==> src/rtl/adc_pkg.sv <==
// Shared definitions for the LTC2308 scan sequencer.
//   - bit positions of the 6-bit LTC2308 config word {S/D, O/S, S1, S0, UNI, SLP}
//   - conf_word(): single-ended config word for a channel
//   - scan FSM state encoding
//   - default result width / channel count
package adc_pkg;

  localparam int W_DEF   = 12;
  localparam int NCH_DEF = 8;

  localparam int CONF_SD  = 5;
  localparam int CONF_OS  = 4;
  localparam int CONF_S1  = 3;
  localparam int CONF_S0  = 2;
  localparam int CONF_UNI = 1;
  localparam int CONF_SLP = 0;

  typedef enum logic [2:0] {
    ST_IDLE,
    ST_WAIT_TICK,
    ST_SETUP,
    ST_START,
    ST_WAIT_CONV,
    ST_STORE,
    ST_NEXT
  } state_t;

  // Single-ended, never sleep. The LTC2308 channel address is scrambled:
  // O/S carries ch[0], S1 carries ch[2], S0 carries ch[1].
  function automatic logic [5:0] conf_word(input logic [2:0] ch, input logic uni);
    logic [5:0] c;
    c           = '0;
    c[CONF_SD]  = 1'b1;
    c[CONF_OS]  = ch[0];
    c[CONF_S1]  = ch[2];
    c[CONF_S0]  = ch[1];
    c[CONF_UNI] = uni;
    c[CONF_SLP] = 1'b0;
    return c;
  endfunction

endpackage

==> src/rtl/adc_period_timer.sv <==
// Scan period timer. Counts 0..period while en=1 and flags tick on the
// cycle the count equals period (tick every period+1 cycles; period=0 ticks
// every cycle). Held at 0 while en=0.
// Ports:
//   clk, rst     clock / async active-low reset
//   en           run enable
//   period       terminal count (period length minus 1)
//   tick         combinational wrap strobe
module adc_period_timer #(
  parameter int PERIOD_W = 16
) (
  input  logic                clk,
  input  logic                rst,
  input  logic                en,
  input  logic [PERIOD_W-1:0] period,
  output logic                tick
);

  logic [PERIOD_W-1:0] cnt;

  assign tick = en && (cnt == period);

  always_ff @(posedge clk or negedge rst) begin
    if (!rst)      cnt <= '0;
    else if (!en)  cnt <= '0;
    else if (tick) cnt <= '0;
    else           cnt <= cnt + 1'b1;
  end

endmodule

==> src/rtl/adc_scan_sequencer.sv <==
// Periodic channel scanner for the LTC2308 SPI driver. On each period tick
// it walks the enabled channels lowest-first: loads the config word, pulses
// drv_start, waits for a drv_ready rising edge (or times out) and stores the
// result in a per-channel bank.
// Ports:
//   clk, rst                 clock / async active-low reset
//   en, ch_mask, uni, period scan control (mask and uni latched per scan)
//   drv_conf, drv_start      to the driver
//   drv_res, drv_ready       from the driver
//   rd_ch, rd_data           combinational result bank read
//   sample_valid/ch/data     one-cycle pulse per stored result
//   scan_done                pulse after the last channel of a full scan
//   busy                     scan in progress
//   overrun, timeout_err     sticky, cleared on reset or en falling
module adc_scan_sequencer
  import adc_pkg::*;
#(
  parameter int W         = W_DEF,
  parameter int NCH       = NCH_DEF,
  parameter int PERIOD_W  = 16,
  parameter int START_CYC = 2,
  parameter int TMO       = 255
) (
  input  logic                clk,
  input  logic                rst,
  input  logic                en,
  input  logic [NCH-1:0]      ch_mask,
  input  logic                uni,
  input  logic [PERIOD_W-1:0] period,
  output logic [5:0]          drv_conf,
  output logic                drv_start,
  input  logic [W-1:0]        drv_res,
  input  logic                drv_ready,
  input  logic [2:0]          rd_ch,
  output logic [W-1:0]        rd_data,
  output logic                sample_valid,
  output logic [2:0]          sample_ch,
  output logic [W-1:0]        sample_data,
  output logic                scan_done,
  output logic                busy,
  output logic                overrun,
  output logic                timeout_err
);

  localparam int CNT_W = $clog2(TMO + 1);

  state_t                  state, state_nxt;
  logic                    tick;
  logic [NCH-1:0]          scan_mask, remain;
  logic [2:0]              ch, first_ch, next_ch;
  logic                    uni_q, rdy_q, en_q, rdy_edge;
  logic [CNT_W-1:0]        cnt;
  logic [NCH-1:0][W-1:0]   bank;

  adc_period_timer #(.PERIOD_W(PERIOD_W)) u_timer (
    .clk    (clk),
    .rst    (rst),
    .en     (en),
    .period (period),
    .tick   (tick)
  );

  assign rdy_edge = drv_ready & ~rdy_q;
  assign remain   = scan_mask & ~(NCH'(1) << ch);

  // lowest set bit of the live mask (scan start) and of what is left
  always_comb begin
    first_ch = '0;
    next_ch  = '0;
    for (int i = NCH-1; i >= 0; i--) begin
      if (ch_mask[i]) first_ch = 3'(i);
      if (remain[i])  next_ch  = 3'(i);
    end
  end

  // state register
  always_ff @(posedge clk or negedge rst) begin
    if (!rst) state <= ST_IDLE;
    else      state <= state_nxt;
  end

  // next state
  always_comb begin
    state_nxt = state;
    case (state)
      ST_IDLE:      if (en) state_nxt = ST_WAIT_TICK;
      ST_WAIT_TICK: if (!en) state_nxt = ST_IDLE;
                    else if (tick && |ch_mask) state_nxt = ST_SETUP;
      ST_SETUP:     state_nxt = ST_START;
      ST_START:     if (cnt == CNT_W'(START_CYC-1)) state_nxt = ST_WAIT_CONV;
      ST_WAIT_CONV: if (rdy_edge) state_nxt = ST_STORE;
                    else if (cnt == CNT_W'(TMO-1)) state_nxt = ST_NEXT;
      ST_STORE:     state_nxt = ST_NEXT;
      // en low: finish here without scan_done, even if channels remain
      ST_NEXT:      if (!en) state_nxt = ST_IDLE;
                    else if (|remain) state_nxt = ST_SETUP;
                    else state_nxt = ST_WAIT_TICK;
      default:      state_nxt = ST_IDLE;
    endcase
  end

  // outputs
  always_comb begin
    busy         = !(state == ST_IDLE || state == ST_WAIT_TICK);
    drv_start    = (state == ST_START);
    sample_valid = (state == ST_STORE);
    sample_ch    = sample_valid ? ch : 3'd0;
    sample_data  = sample_valid ? drv_res : '0;
    scan_done    = (state == ST_NEXT) && en && !(|remain);
  end

  // datapath: per-state cycle counter, scan latches, bank, sticky flags
  always_ff @(posedge clk or negedge rst) begin
    if (!rst) begin
      cnt         <= '0;
      scan_mask   <= '0;
      ch          <= '0;
      uni_q       <= 1'b0;
      rdy_q       <= 1'b0;
      en_q        <= 1'b0;
      drv_conf    <= '0;
      bank        <= '0;
      overrun     <= 1'b0;
      timeout_err <= 1'b0;
    end else begin
      rdy_q <= drv_ready;
      en_q  <= en;
      cnt   <= (state_nxt != state) ? '0 : cnt + 1'b1;

      // drv_conf is loaded on entry to SETUP so it leads drv_start by a cycle
      if (state == ST_WAIT_TICK && state_nxt == ST_SETUP) begin
        scan_mask <= ch_mask;
        ch        <= first_ch;
        uni_q     <= uni;
        drv_conf  <= conf_word(first_ch, uni);
      end
      if (state == ST_NEXT) begin
        scan_mask <= remain;
        if (state_nxt == ST_SETUP) begin
          ch       <= next_ch;
          drv_conf <= conf_word(next_ch, uni_q);
        end
      end

      if (state == ST_STORE) bank[ch] <= drv_res;

      if (en_q && !en) begin
        overrun     <= 1'b0;
        timeout_err <= 1'b0;
      end
      if (tick && busy) overrun <= 1'b1;
      if (state == ST_WAIT_CONV && state_nxt == ST_NEXT) timeout_err <= 1'b1;
    end
  end

  always_comb begin
    rd_data = '0;
    if (int'(rd_ch) < NCH) rd_data = bank[rd_ch];
  end

endmodule

==> config.mk <==
export PLATFORM = sky130hd
export DESIGN_NAME = adc_scan_sequencer
export DESIGN_NICKNAME = d
export VERILOG_FILES = /design/src/rtl/adc_pkg.sv /design/src/rtl/adc_period_timer.sv /design/src/rtl/adc_scan_sequencer.sv
export SDC_FILE = /design/constraint.sdc
export NUM_CORES = 1
export LEC_CHECK = 0
export ABC_AREA = 1
export BUFFER_PORTS_ARGS = -buffer_cell sky130_fd_sc_hd__buf_2
export CAP_MARGIN = 30
export CORE_AREA = 2 2 124 126
export CTS_BUF_LIST = sky130_fd_sc_hd__clkbuf_16
export DETAILED_ROUTE_END_ITERATION = 8
export DIE_AREA = 0 0 126 128
export PLACE_DENSITY = 0.72
export SLEW_MARGIN = 20
export SYNTH_ARGS = -nofsm -noshare
export SYNTH_HDL_FRONTEND = slang
export SYNTH_SLANG_ARGS = --single-unit
==> constraint.sdc <==
create_clock -name clk -period 1.6 [get_ports clk]
set_input_delay 0.16 -clock clk [delete_from_list [all_inputs] [get_ports clk]]
set_output_delay 0.16 -clock clk [all_outputs]
set_load 0.02 [all_outputs]
==> results of run 1 <==
## power by group
group,switching [mW],internal [mW]
logic,3.87,3.28
registers,0.820,4.89
clock network,1.58,2.72
total,6.27,10.9
## synth_stat cells
master,count
ha_1,4
o22ai_1,24
nor3_2,1
o21ai_1,4
inv_1,128
nand3b_1,3
xnor2_1,7
dfrtp_1,145
or2_2,5
a31oi_1,18
nand3_4,1
mux2_2,12
clkinv_1,1
nor3b_1,2
nand2_1,169
nand3_1,53
nor3_1,19
inv_2,11
nand4_1,15
nand2_2,1
nor4_1,7
a21oi_1,69
o21ai_0,110
o211ai_1,4
and2_1,1
nor4_2,1
xor2_1,8
a21boi_0,1
nor2_1,91
or2_1,2
buf_1,3
buf_2,14
nand3_2,1
clkbuf_1,23
nor2_2,10
## final timing paths
kind                              to
setup / recovery           scan_done
hold / removal              bank[25]
setup reg to reg              cnt[5]
hold reg to reg             bank[51]
max in group asynchronous    bank[4]
min in group asynchronous   bank[19]
## metal layers
metal  part of all wire  vias to the layer above  global-route usage
li1                   -                     3714                   -
met1               0.38                     3957              0.3618
met2               0.51                      375              0.5452
met3              0.061                      125             0.06594
met4              0.051                        0              0.1616
met5                  0                        -                   0
## layout make-up
| cell class | instances | area share |
|---|---|---|
| Multi-Input combinational cell | 644 | 0.3737 |
| Sequential cell | 145 | 0.3070 |
| Clock buffer | 17 | 0.03595 |
| Clock inverter | 15 | 0.01681 |
| Timing Repair inverter | 1 | 0.0007401 |
| Inverter | 140 | 0.04610 |
| Timing Repair Buffer | 269 | 0.1998 |
| Tap cell | 188 | 0.01988 |
## tightest hold or removal path, stage by stage
cell	delay [ps]
buf_2	130
nand2_2	60
o21ai_1	50
## logic make-up after synthesis
kind of cell	count (synthesis)	synth area share
DFF	145	0.4816
buffers and inverters	180	0.09200
muxes	12	0.01793
xor gates and xnor gates	15	0.01744
AOI/OAI and AO/OA	230	0.1614
and+or+nand+nor	382	0.2230
adders and majority gates	4	0.006643
## per-stage QoR
stage,utilization,total power [mW],hold WS [ps],setup WS (ps),instances
finish,0.7961,17.16,3.893,-439.2,1419
global route,0.7961,17.94,9.574,-498.6,1419
CTS,0.7366,15.80,4.873,-367.8,1403
detailed placement,0.6199,10.32,119.1,-232.0,1318
global placement,0.6199,10.17,111.3,-188.5,1318
floorplan,-,8.426,-135.6,-26.93,968
## placed cells by master (no fill, tap or decap), drive strengths merged, types with 12 or more instances in the layout
| master | netlist | layout |
|---|---|---|
| buf | 17 | 251 |
| nand2 | 170 | 171 |
| dfrtp | 145 | 145 |
| inv | 139 | 141 |
| o21ai | 114 | 114 |
| nor2 | 101 | 101 |
| a21oi | 69 | 69 |
| nand3 | 55 | 55 |
| o22ai | 24 | 24 |
| clkbuf | 23 | 21 |
| nor3 | 20 | 20 |
| a31oi | 18 | 18 |
| nand4 | 15 | 15 |
| dlygate4sd3 | 0 | 14 |
| mux2 | 12 | 12 |
## flip-flops by register name (all words and copies together), names as in the netlist
signal,flops
uni_q,1
drv_conf,6
u_timer.cnt,16
bank,96
scan_mask,8
cnt,8
overrun,1
state,3
timeout_err,1
en_q,1
rdy_q,1
ch,3
## what timing repair did
action                     in CTS  in global routing
hold buffers                   14                  0
resized for setup             217                230
gates cloned                    5                  5
setup endpoints to repair      88                173
hold endpoints to repair       57                  0
pin swaps                      54                 60
buffers inserted               36                 19
==> impl_metrics.tcl, run 1 <==
set metrics [dict create \
    synth_area_leaders "dfrtp_1 48%, nand2_1 8.4%, o21ai_0 7.3%" \
    core_area_um2 14860 \
    antenna_found_initial 0 \
    wl_per_cell_um 18.78 \
    area_growth_pct 57.06 \
    cp_max_fo 6 \
    multiInputGateArea_um2 4422 \
    synth_nets 1016 \
    cp.depth 9 \
    final_nets 1266 \
    rsz0062_at_grt "yes" \
    final_layout_size_suffix_gt1_frac 0.4582 \
    crit_type "reg2out" \
    first_pass_iters 7 \
    synthCells 968 \
    hold_violations 0 \
    dp_hpwl_um 15160 \
    cts_tree "yes" \
    worst-r2r-cell-count 13 \
    fillers 916 \
    post_dp_cell_area_um2 9214 \
    path_clk_slew_ps 60 \
    htreeDepth 4 \
    critical_path.top_delay_family "buffers and inverters" \
    cp_data_required_time_ps 1440 \
    syn_area_um2 7535 \
    via_per_inst 5.758 \
    finalSetupViolations 140 \
    timing.rr.start "ch[1]" \
    vias 8171 \
    r2r_slack_ps -380 \
    fin_crit_sh 1.275 \
    total_leakage_power_nw 5.652 \
    clock-sinks 145 \
    slowest_stage "dfrtp_2" \
    fin_worst_skew_ps 8.487 \
    cp_cell_sequence "buf_6 > nand3_2 > nand2_2 > nand2_2 > inv_2 > nand4_1 > buf_4 > inv_2 > buf_6" \
    wirelength_um 26640 \
    ios 83 \
    setup_slack_ps -439.2 \
    hold_depth 3 \
    portBuffers 82 \
    syn_avg_cell_area_um2 7.784 \
    yosys.cell_types.count 35 \
    setup.worst_path.start "ch[1]" \
    ff_latch_area_um2 3633 \
    fin_area_um2 11830 \
    initial_core_util 0.5069 \
    clk_path_buf_depth 2 \
    drt-initial-drc-count 701 \
    grt_max_degree 44 \
    crit_buf_inv 5 \
    postRouteAntennaNets 0 \
    yosysSeqAreaShare 0.4816 \
    rows 45 \
    critPathMaxStageDelay_ps 500 \
    dieArea_um2 16130 \
    drv_slew 0 \
    worst_slew_pin_slew_ps 474.0 \
    worstPathArrival_ps 1880 \
    drc_errors 0 \
    die_x_um 126 \
    max_cap_viol_count 0 \
    p_per_area_nw_per_um2 1450 \
    synth_top_area_share 0.4816 \
    cts_root_buf "clkbuf_16" \
    grt_pass1_wl_um 39460 \
    dieHeight_um 128 \
    vdd_ir_drop_max_uv 1178 \
    cts_made_buffers 17 \
    synth_top_area_cell "dfrtp_1" \
    grt_usage 0.3117 \
    fmax_mhz 490.4 \
    relSlewSlack 0.6837 \
    failed_checks "negative setup slack" \
    yosysWarnings 0 \
    end_kind "primary output" \
    hold_class "in2reg" \
    ys_ff_latch 145 \
    period_needed_ps 2039 \
    hold_start "drv_res[1]" \
    clock_latency_ps 430 \
    overflow 0 \
    grt_pass1_vias 7935 \
    critPathLaunchType "flip-flop" \
    status "complete, but fails checks" \
    antenna-diode-count 0 \
    fin_tns_setup_ps -23180 \
    finalWeightedCongestion 0.9021 \
]
No activity file was read; power rests on OpenSTA's default activity.
==> inputs of run 2 (changes only) <==
- SKIP_LAST_GASP: default -> 1
==> run 2 against run 1 <==
  * The run still ends with negative setup slack left
  * Utilization is 0.56 points higher
  * Wire length is 3.3% higher
  * Non-clock buffer count is 12 higher
  * Clock skew hardly changed
  * Largest power group unchanged
  * Die area stayed put
  * Critical path type unchanged
  * Highest routed layer unchanged
==> impl_metrics.tcl, run 2 (synthesis gave the netlist of run 1 again) <==
set metrics [dict create \
    max_cap_viol_count 0 \
    final_cell_mix "145 x buf_4, 141 x dfrtp_1, 136 x nand2_1" \
    critPathCapture "scan_done" \
    path_clk_slew_ps 60 \
    cts_tree "yes" \
    dieHeight_um 128 \
    fin_worst_skew_ps 8.946 \
    cts_made_buffers 17 \
    cts_root_buf "clkbuf_16" \
    postRouteAntennaNets 0 \
    largest_reg_flops 96 \
    setup_slack_ps -449.9 \
    relSlewSlack 0.7017 \
    fin_crit_sh 1.281 \
    top_register "bank" \
    post-route-util 0.8017 \
    grt_pass1_vias 8010 \
    finalPower_mw 17.68 \
    hold_class "in2reg" \
    first_pass_iters 5 \
    wl_met2_um 14070 \
    grt_max_degree 44 \
    overflow 0 \
    cp_cell_sequence "inv_4 > nand3_4 > nand2_4 > nand2_2 > nor2_4 > nand4_1 > buf_4 > inv_2 > buf_6" \
    top_regs "bank x96, u_timer.cnt x16" \
    rows 45 \
    hold_start "drv_res[1]" \
    critical_path.top_delay_family "simple AND/OR/NAND/NOR gates" \
    antenna_found_initial 0 \
    total_leakage_power_nw 5.686 \
    top_layer_used "met4" \
    initial_core_util 0.5069 \
    die_x_um 126 \
    timing.rr.start "ch[0]" \
    worst-r2r-cell-count 13 \
    fin_tns_setup_ps -26130 \
    slowest_stage "dfrtp_2" \
    final_layout_size_suffix_gt1_frac 0.4570 \
    hold_violations 0 \
    vdd_ir_drop_max_uv 1164 \
    failed_checks "negative setup slack" \
    dp_slack_ps -232.0 \
    vias 8312 \
    status "complete, but fails checks" \
    worst_slew_pin_slew_ps 447.5 \
    worstPathArrival_ps 1890 \
    ios 83 \
    fin_area_um2 11920 \
    grt_usage 0.3133 \
    p_per_area_nw_per_um2 1483 \
    end_kind "primary output" \
    dieArea_um2 16130 \
    finalSetupViolations 134 \
    crit_type "reg2out" \
    cp_data_required_time_ps 1440 \
    post_dp_cell_area_um2 9214 \
    critPathLaunchType "flip-flop" \
    htreeDepth 4 \
    mostFrequentLayoutCell "buf_4" \
    wl_per_cell_um 19.23 \
    fmax_mhz 487.8 \
    via_per_inst 5.809 \
    clock_latency_ps 430 \
    m1WireLength_um 10200 \
    area_growth_pct 58.15 \
    rsz0062_at_grt "yes" \
    route.met3.wl_um 1741 \
    final_nets 1278 \
    finalWeightedCongestion 0.9021 \
    drt-initial-drc-count 797 \
    wirelength_um 27520 \
    setup.worst_path.start "ch[0]" \
    r2r_end "cnt[4]" \
    clk_path_buf_depth 2 \
    dp_hpwl_um 15160 \
    drv_slew 0 \
    critPathMaxStageDelay_ps 490 \
    crit_buf_inv 4 \
    drc_errors 0 \
    cp_max_fo 6 \
    antenna-diode-count 0 \
    grt_pass1_wl_um 39680 \
    core_area_um2 14860 \
    clock-sinks 145 \
    cp.depth 9 \
    r2r_slack_ps -440 \
    period_needed_ps 2050 \
    portBuffers 82 \
]
run 2: cell types whose count changed in the layout (fill, tap and decap cells not counted), moves of 3 or more:
cell     previous run  this run
nand2_2            31        28
o21ai_2            24        17
inv_1             101       107
o21ai_0            36        51
a21oi_1            30        21
o21ai_1            54        46
nor2_1             53        48
a21oi_2            37        44
inv_2              35        29
nor2_2             15        18
nand2_4            10         5
nand2_1           128       136
buf_4             133       145
run 2: worst reg2reg max path: stages (launching register included):
cell and delay (ps):
dfrtp_2 490, inv_4 120, nand3_4 100, nand2_4 100
nand2_2 90, nor2_4 130, buf_4 110, buf_4 100
nand3_2 110, a21oi_2 140, nand2_1 80, nand2_2 90
nand3_4 150, nor2_2 160
run 2: worst min-delay path by stage:
stage	endpoint	slack, ps	cells past startpoint
floorplan	bank[0]	-140	0
global placement	bank[18]	110	1
detailed placement	bank[66]	120	1
CTS	bank[25]	5	3
global route	bank[25]	30	3
finish	bank[25]	5	3
run 2: per-layer routing:
layer | vias to the layer above | GRT usage
li1 | 3725 | -
met1 | 4042 | 0.3678
met2 | 420 | 0.5430
met3 | 125 | 0.06135
met4 | 0 | 0.1707
met5 | - | 0
run 2: where the power goes:
group,leakage [nW],total (mW),internal (mW),switching [mW]
Clock,0.308,4.34,2.73,1.61
Combinational,3.79,7.62,3.53,4.09
Sequential,1.58,5.72,4.89,0.824
Total,5.69,17.7,11.1,6.53
run 2: cell type report:
type                            count  area (um2)
Tap cell                          188       235.2
Fill cell                         897        2948
Timing Repair inverter              1       8.758
Inverter                          140       545.5
Sequential cell                   145        3633
Clock buffer                       17       425.4
Timing Repair Buffer              281        2447
Multi-Input combinational cell    644        4422
Clock inverter                     15       198.9
run 2: timing repair:
action / 4_1_cts / 5_1_grt
endpoints found under the setup margin: 88 / 173
hold endpoints to repair: 57 / 0
gates resized for setup: 208 / 208
setup buffers: 36 / 30
pin swaps: 54 / 70
cloned: 5 / 5
hold buffers: 14 / 0
run 2: through the flow:
stage	hold slack (ps)	instances
floorplan	-135.6	968
global placement	111.3	1318
detailed placement	119.1	1318
CTS	4.873	1403
global route	28.29	1431
finish	5.038	1431
==> inputs of run 3 (changes only) <==
- BUFFER_PORTS_ARGS: -buffer_cell sky130_fd_sc_hd__buf_2 -> -buffer_cell sky130_fd_sc_hd__clkbuf_2
- PLACE_DENSITY: 0.72 -> 0.69
- clock period: 1.6 -> 2.05 ns (I/O delays scaled with it)
==> run 3 against run 2 <==
  * The run now ends clean
  * Critical path depth decreased by 1
  * Combinational power fell by 59%
  * Sequential cell count unchanged
  * Utilization fell by 19 points
  * Wire length fell by 27%
  * Clock skew about the same
  * Clock-buffer cell count stayed put
  * Register-to-register slack better by 650 ps
  * Largest cell class is now sequential cells
  * Worst setup slack improved by 480 ps
  * First-iteration DRC count fell by 43%
  * Power decreased by 38%
  * Sequential share of layout area is 9.4 points higher
==> impl_metrics.tcl, run 3 (synthesis gave the netlist of run 1 again) <==
set metrics [dict create \
    relSlewSlack 0.6230 \
    grtUsageMet2 0.4510 \
    post_dp_cell_area_um2 8352 \
    cts_tree "yes" \
    grt_pass1_wl_um 32610 \
    end_kind "primary output" \
    final_cell_mix "168 x nand2_1, 141 x dfrtp_1, 126 x inv_1" \
    final_nets 1123 \
    worst_slew_pin_slew_ps 565.5 \
    worst-r2r-cell-count 12 \
    hold_start "drv_res[7]" \
    worstPathArrival_ps 1810 \
    initial_core_util 0.5069 \
    instances_no_fill 1276 \
    grt_util_met3 0.03965 \
    max_cap_viol_count 0 \
    largest_reg_flops 96 \
    r2r_slack_ps 210 \
    cp_data_required_time_ps 1850 \
    period_needed_ps 2018 \
    vias 6949 \
    antenna-diode-count 0 \
    wl_per_cell_um 15.65 \
    critPathLaunchType "flip-flop" \
    crit_path_frequent_cell "nand2_1" \
    total_leakage_power_nw 4.620 \
    top_regs "bank x96, u_timer.cnt x16" \
    cts_root_buf "clkbuf_16" \
    top_usage_layer "met2" \
    clock-sinks 145 \
    portBuffers 82 \
    core_area_um2 14860 \
    cts_made_buffers 17 \
    hold_violations 0 \
    slowest_stage "dfrtp_2" \
    antenna_found_initial 0 \
    clock_latency_ps 430 \
    htreeDepth 4 \
    setup.worst_path.start "ch[1]" \
    overflow 0 \
    vdd_ir_drop_max_uv 624.1 \
    drv_slew 0 \
    dieArea_um2 16130 \
    fin_crit_sh 0.9843 \
    finalWeightedCongestion 0.9789 \
    via_per_inst 5.446 \
    dp_hpwl_um 14490 \
    finalPower_mw 10.95 \
    mostFrequentLayoutCell "nand2_1" \
    fmax_mhz 495.6 \
    setup_slack_ps 32.27 \
    area_growth_pct 20.94 \
    p_per_area_nw_per_um2 1201 \
    clk_path_buf_depth 2 \
    path_clk_slew_ps 60 \
    fin_area_um2 9112 \
    rsz0062_at_grt "yes" \
    dieHeight_um 128 \
    fin_tns_setup_ps 0 \
    die_x_um 126 \
    critPathMaxStageDelay_ps 450 \
    status "finished, final reports clean" \
    finalSetupViolations 0 \
    grt_util_met1 0.3227 \
    grt_usage 0.2570 \
    dp_slack_ps 116.9 \
    fin_worst_skew_ps 8.619 \
    postRouteAntennaNets 0 \
    crit_type "reg2out" \
    wirelength_um 19970 \
    final_layout_size_suffix_gt1_frac 0.1949 \
    ios 83 \
    hold_depth 3 \
    cp_max_fo 7 \
    top_register "bank" \
    first_pass_iters 5 \
    rows 45 \
    drc_errors 0 \
    cp_cell_sequence "inv_2 > nand3_1 > nand2_1 > nand2_1 > nor2_2 > nand4_1 > inv_1 > buf_2" \
    timing.rr.start "u_timer.cnt[3]" \
    grt_max_degree 59 \
    drt-initial-drc-count 458 \
    place_inst 1237 \
    grt_pass1_vias 6531 \
    hold_class "in2reg" \
]
[run 3: timing repair]
action                     4_1_cts  5_1_grt
pin swaps                        1        2
hold endpoints to repair        55        0
hold buffers                     2        0
gates resized for setup         12        8
setup buffers                    2        3
setup endpoints to repair       12       24
[run 3: final timing paths]
| path | end |
|---|---|
| setup reg to reg | scan_mask[0] |
| hold / removal | bank[31] |
| setup / recovery | scan_done |
| max in group asynchronous | bank[38] |
| min in group asynchronous | bank[19] |
| hold reg to reg | bank[74] |
[run 3: worst max-delay path, delay by kind of cell (launching register included)]
family / cells / cell delay [ps]
flops: 1 / 450
buf+inv: 3 / 380
simple gates: 5 / 560
[run 3: routing by layer]
metal,vias up,part of all wire
li1,3404,-
met1,3273,0.42
met2,230,0.50
met3,42,0.051
met4,0,0.025
met5,-,0
[run 3: cell type report]
cell class	instances	area, um2
inverters	140	530.5
clock inverters	15	236.5
clock buffers	17	425.4
fillers	1354	5752
multi-input cells	643	3238
repair buffers	128	813.3
well taps	188	235.2
flip-flops and latches	145	3633
[run 3: power breakdown]
part	leakage [nW]	internal, mW	switching, mW
clock	0.324	2.27	1.22
sequential	1.58	3.82	0.493
combinational	2.71	1.19	1.96
[run 3: through the flow]
step	utilization	hold WS, ps
finish	0.6130	14.69
global route	0.6130	29.54
CTS	0.6104	9.924
detailed placement	0.5619	213.8
global placement	0.5619	221.0
floorplan	-	-90.59
